===== config.mk =====
export PLATFORM = sky130hd
export DESIGN_NAME = demux_5ch_reg_flat
export DESIGN_NICKNAME = d
export VERILOG_FILES = /design/src/rtl/demux_5ch_reg_if.sv /design/src/rtl/demux_5ch_reg.sv /design/src/flat_wrapper.sv
export SDC_FILE = /design/constraint.sdc
export NUM_CORES = 1
export LEC_CHECK = 0
export CAP_MARGIN = 15
export CORE_MARGIN = 2
export CORE_UTILIZATION = 31
export DETAILED_ROUTE_END_ITERATION = 16
export GPL_TIMING_DRIVEN = 0
export PLACE_DENSITY = 0.61
export SLEW_MARGIN = 40
export SYNTH_ARGS = -nofsm -noshare
export SYNTH_HDL_FRONTEND = slang
export SYNTH_SLANG_ARGS = --single-unit

===== constraint.sdc =====
create_clock -name clk -period 1.77 [get_ports clk]
set_input_delay 0.354 -clock clk [delete_from_list [all_inputs] [get_ports clk]]
set_output_delay 0.354 -clock clk [all_outputs]
set_load 0.05 [all_outputs]

===== src/rtl/demux_5ch_reg_if.sv =====
// Write-side bus of the 5-channel registered demux.
// Valid/ready handshake carrying a data word and a destination code.
interface demux_5ch_reg_if #(
  parameter int word_size = 8
);
  logic [word_size-1:0] data_in;
  logic [2:0]           sel;
  logic                 in_valid;
  logic                 in_ready;

  modport master (
    output data_in,
    output sel,
    output in_valid,
    input  in_ready
  );

  modport slave (
    input  data_in,
    input  sel,
    input  in_valid,
    output in_ready
  );
endinterface


===== src/rtl/demux_5ch_reg.sv =====
// One-entry buffered demux into five registered outputs.
// Illegal selects drain silently and are tallied.
module demux_5ch_reg #(
  parameter int word_size = 8
) (
  input  logic                 clk,
  input  logic                 rst,
  demux_5ch_reg_if.slave       bus,
  input  logic                 hold,
  input  logic                 clear_err,
  output logic [word_size-1:0] out_a,
  output logic [word_size-1:0] out_b,
  output logic [word_size-1:0] out_c,
  output logic [word_size-1:0] out_d,
  output logic [word_size-1:0] out_e,
  output logic [4:0]           load_strobe,
  output logic                 sel_err,
  output logic [3:0]           err_count,
  output logic                 pending
);

  logic [word_size-1:0] data_q;
  logic [2:0]           sel_q;
  logic                 drain;
  logic                 accept;
  logic                 illegal;
  logic [4:0]           hot;
  logic                 err_nxt;
  logic [3:0]           cnt_nxt;

  assign bus.in_ready = !pending || !hold;
  assign drain        = pending && !hold;
  assign accept       = bus.in_valid && bus.in_ready;

  // Destination decode of the held entry
  always_comb begin
    hot     = '0;
    illegal = 1'b0;
    case (sel_q)
      3'd0:    hot = 5'b00001;
      3'd1:    hot = 5'b00010;
      3'd2:    hot = 5'b00100;
      3'd3:    hot = 5'b01000;
      3'd4:    hot = 5'b10000;
      default: illegal = 1'b1;
    endcase
  end

  // Error flag/counter next state; a new error beats a clear
  always_comb begin
    err_nxt = sel_err;
    cnt_nxt = err_count;
    if (drain && illegal) begin
      err_nxt = 1'b1;
      if (clear_err)
        cnt_nxt = 4'd1;
      else if (err_count != 4'hf)
        cnt_nxt = err_count + 4'd1;
    end else if (clear_err) begin
      err_nxt = 1'b0;
      cnt_nxt = '0;
    end
  end

  // Holding entry, output registers, strobe and error state
  always_ff @(posedge clk) begin
    if (rst) begin
      data_q      <= '0;
      sel_q       <= '0;
      pending     <= 1'b0;
      out_a       <= '0;
      out_b       <= '0;
      out_c       <= '0;
      out_d       <= '0;
      out_e       <= '0;
      load_strobe <= '0;
      sel_err     <= 1'b0;
      err_count   <= '0;
    end else begin
      load_strobe <= drain ? hot : 5'b0;
      sel_err     <= err_nxt;
      err_count   <= cnt_nxt;
      if (drain) begin
        if (hot[0]) out_a <= data_q;
        if (hot[1]) out_b <= data_q;
        if (hot[2]) out_c <= data_q;
        if (hot[3]) out_d <= data_q;
        if (hot[4]) out_e <= data_q;
      end
      if (accept) begin
        data_q  <= bus.data_in;
        sel_q   <= bus.sel;
        pending <= 1'b1;
      end else if (drain) begin
        pending <= 1'b0;
      end
    end
  end

endmodule

===== src/flat_wrapper.sv =====
// flat-port wrapper written by rule: the top's interface ports become plain ports
module demux_5ch_reg_flat 
#(
  parameter int word_size = 8
)
  (clk, rst, hold, clear_err, out_a, out_b, out_c, out_d, out_e, load_strobe, sel_err, err_count, pending, bus_data_in, bus_sel, bus_in_valid, bus_in_ready);
  demux_5ch_reg_if #(.word_size(word_size)) bus_i ();
  input  logic clk;
  input  logic rst;
  input  logic hold;
  input  logic clear_err;
  output logic [word_size-1:0] out_a;
  output logic [word_size-1:0] out_b;
  output logic [word_size-1:0] out_c;
  output logic [word_size-1:0] out_d;
  output logic [word_size-1:0] out_e;
  output logic [4:0] load_strobe;
  output logic sel_err;
  output logic [3:0] err_count;
  output logic pending;
  input wire logic [$bits(bus_i.data_in)-1:0] bus_data_in;
  input wire logic [$bits(bus_i.sel)-1:0] bus_sel;
  input wire logic [$bits(bus_i.in_valid)-1:0] bus_in_valid;
  output wire logic [$bits(bus_i.in_ready)-1:0] bus_in_ready;
  assign bus_i.data_in = bus_data_in;
  assign bus_i.sel = bus_sel;
  assign bus_i.in_valid = bus_in_valid;
  assign bus_in_ready = bus_i.in_ready;
  demux_5ch_reg #(.word_size(word_size)) u_core (.clk(clk), .rst(rst), .bus(bus_i), .hold(hold), .clear_err(clear_err), .out_a(out_a), .out_b(out_b), .out_c(out_c), .out_d(out_d), .out_e(out_e), .load_strobe(load_strobe), .sel_err(sel_err), .err_count(err_count), .pending(pending));
endmodule

==> impl_metrics.env <==
export IMPL_rsz0062_at_grt="no"
export IMPL_finalMaxSlewViolations=0
export IMPL_ys_warn_count=0
export IMPL_start_util_pct=31.8
export IMPL_hold_violations=0
export IMPL_setup_viol=0
export IMPL_ys_types=34
export IMPL_path_class="flip-flop to output port"
export IMPL_overflow=0
export IMPL_drc=0
export IMPL_slew_headroom_pct=66.8
export IMPL_crit_path_end_kind="output port"
export IMPL_grt_pass1_wl_mm=10.4
export IMPL_crit_buf_inv=1
export IMPL_hp_class="input pin to flip-flop"
export IMPL_synth_edf_count=0
export IMPL_max_freq_mhz=597
export IMPL_cts_sinks=62
export IMPL_p_leak_nw=1.43
export IMPL_placed_area_um2=3230
export IMPL_ir_drop_v=0.000344
export IMPL_hpwl_mm=4.61
export IMPL_cts_buffer_depth=2
export IMPL_syn_avg_cell_area_um2=8.89
export IMPL_htree_levels=3
export IMPL_synth_flop_cell="dfxtp_1"
export IMPL_cp_slowest_cell="dlygate4sd2_1"
export IMPL_drtPass1Iterations=4
export IMPL_critPathArrivalTime_ns=1.32
export IMPL_cts_tree="yes"
export IMPL_clkTransAtPathRegs_ns=0.07
export IMPL_fin_skew_ns=0.00769
export IMPL_dieArea_um2=8610
export IMPL_hold_depth=3
export IMPL_worst_path_stages=1
export IMPL_area_growth_synth_to_final_pct=37.1
export IMPL_antennaDiodeCount=0
export IMPL_final_nets=369
export IMPL_holdBufCountCts=0
export IMPL_io_buffer_count=66
export IMPL_ys_seq_elements=62
export IMPL_synth_seq_area_share_pct=50.8
export IMPL_grt_max_degree=11
export IMPL_top_level_ports=68
export IMPL_core_um2=7690
export IMPL_min_period_ns=1.67
export IMPL_grt_pass1_vias=2078
export IMPL_die_x_um=92.8
export IMPL_initialDrtViolationCount=114
export IMPL_wire_per_inst_um=14.5
export IMPL_netlist_instances=275
export IMPL_vias=2214
export IMPL_fin_setup_tns_ns=0
export IMPL_gp_congestion=0.772
export IMPL_crit_family="buffers and inverters"
export IMPL_crit_chain="dlygate4sd2_1"
export IMPL_antenna_found_initial=0
export IMPL_power_density_nw_per_um2=836
export IMPL_antenna_left=0
export IMPL_clock_root_buffer="clkbuf_8"
export IMPL_cap_violations=0
export IMPL_rows=32
export IMPL_viasPerCell=4.84
export IMPL_insertion_delay_ns=0.34
export IMPL_synth_net_count=292
export IMPL_drive_above_1_share_pct=7.61
export IMPL_worst_slew_pin_slew_ns=0.500
export IMPL_die_h_um=92.8
export IMPL_async_flop_share_pct=0
export IMPL_critPathMaxStageDelay_ns=0.56
export IMPL_cts_made_buffers=9
export IMPL_netlist_area_um2=2440
export IMPL_worstPathMaxFanout=6
export IMPL_period_share_pct=94.6
export IMPL_cp_data_required_time_ns=1.42
export IMPL_grt_total_usage_pct=15.8
export IMPL_status="completed"
export IMPL_rr_worst_depth=5
export IMPL_stdcell_area_um2=3350
export IMPL_wirelength_mm=6.64
export IMPL_startpoint_type="flip-flop"
-- synthesized netlist by cell type, drive strengths merged, types with 2 or more instances --
cell / number / area, µm²
nand3: 26 / 135
buf: 6 / 35.0
clkbuf: 17 / 65.1
o21ai: 24 / 120
a21oi: 38 / 190
nand2b: 25 / 156
nand2: 28 / 105
nand3b: 2 / 15.0
nor3: 3 / 15.0
a31oi: 2 / 12.5
dfxtp: 62 / 1240
nor3b: 2 / 31.3
and3: 2 / 12.5
nor2: 6 / 22.5
mux2i: 17 / 170
o311ai: 2 / 17.5
-- stage by stage --
| step | hold WS (ns) | std cells | total power, mW | util [%] | setup slack [ns] |
|---|---|---|---|---|---|
| after detailed placement | 0.462 | 443 | 1.72 | 42.1 | -0.312 |
| after floorplan | 0.471 | 275 | 1.62 | - | 0.146 |
| after global routing | 0.404 | 457 | 2.91 | 43.6 | 0.0186 |
| after CTS | 0.347 | 457 | 2.83 | 43.5 | 0.0582 |
| final | 0.379 | 457 | 2.80 | 43.6 | 0.0960 |
| after global placement | 0.462 | 443 | 1.72 | 42.1 | -0.293 |
-- layer usage --
| layer | global-route usage [%] | vias to the layer above | share of wire [%] |
|---|---|---|---|
| li1 | - | 1107 | - |
| met1 | 21.6 | 1006 | 47 |
| met2 | 22.3 | 80 | 43 |
| met3 | 4.56 | 21 | 6.5 |
| met4 | 8.82 | 0 | 3.6 |
| met5 | 0 | - | 0 |
-- registers in the layout, summed over array words and instances, names as in the netlist --
register            cells
u_core.err_count        4
u_core.out_c            8
u_core.out_a            8
u_core.sel_q            3
u_core.out_d            8
u_core.data_q           8
u_core.pending          1
u_core.sel_err          1
u_core.out_e            8
u_core.load_strobe      5
u_core.out_b            8
-- cell usage in the layout, fill, tap and decap left out --
cell type / count
dfxtp_1: 61
nand3_2: 1
nor2_1: 6
clkdlybuf4s50_1: 14
dlygate4sd2_1: 52
buf_6: 1
a21boi_0: 1
ha_1: 1
clkbuf_8: 12
nand3b_1: 2
nor3_1: 3
nand2b_1: 25
mux2i_1: 17
and3_1: 2
and3b_1: 1
clkbuf_2: 3
or3_1: 1
o21ai_0: 24
a31oi_1: 2
o211ai_1: 1
o31ai_1: 1
or2_2: 1
clkbuf_1: 16
nor3b_4: 2
nand3_1: 25
a21bo_2: 1
o311ai_0: 2
a21oi_1: 38
nor4_1: 1
o41ai_1: 1
clkinv_2: 1
inv_1: 1
nor2b_1: 1
or3b_1: 1
buf_2: 4
dfxtp_2: 1
nand2_1: 28
-- where the power goes --
group / leakage [nW] / internal [mW] / switching [mW]
registers: 0.502 / 1.42 / 0.0329
logic: 0.838 / 0.0868 / 0.149
clock network: 0.0914 / 0.605 / 0.509
total: 1.43 / 2.11 / 0.691
-- cell type report --
cell class	count	area, µm²
Timing Repair Buffer	66	596
Sequential cell	62	1240
Inverter	1	3.75
Multi-Input combinational cell	189	1110
Clock buffer	13	169
Fill cell	802	4340
Buffer	23	103
Clock inverter	1	5.00
Tap cell	102	128
-- timing repair --
item / in CTS / in global routing
hold endpoints to repair: 0 / 0
setup endpoints to repair: 52 / 19
setup buffers: 0 / 0
gates resized for setup: 52 / 4
-- final timing paths --
check | start | end | slack [ns]
worst min-delay path | hold | u_core.pending | 0.38
worst max register to register | u_core.sel_q[1] | u_core.out_a[6] | 0.16
worst min register to register | u_core.out_b[4] | u_core.out_b[4] | 0.47
worst max-delay path | u_core.err_count[2] | err_count[2] | 0.1
-- cell families after synthesis --
logic type      share of synthesized area (%)
compound gates                           15.6
fa+ha+maj                               0.512
buf+inv                                  4.25
flops                                    50.8
mux                                      6.96
simple gates                             21.9
Power figures use the tool's default switching activity.
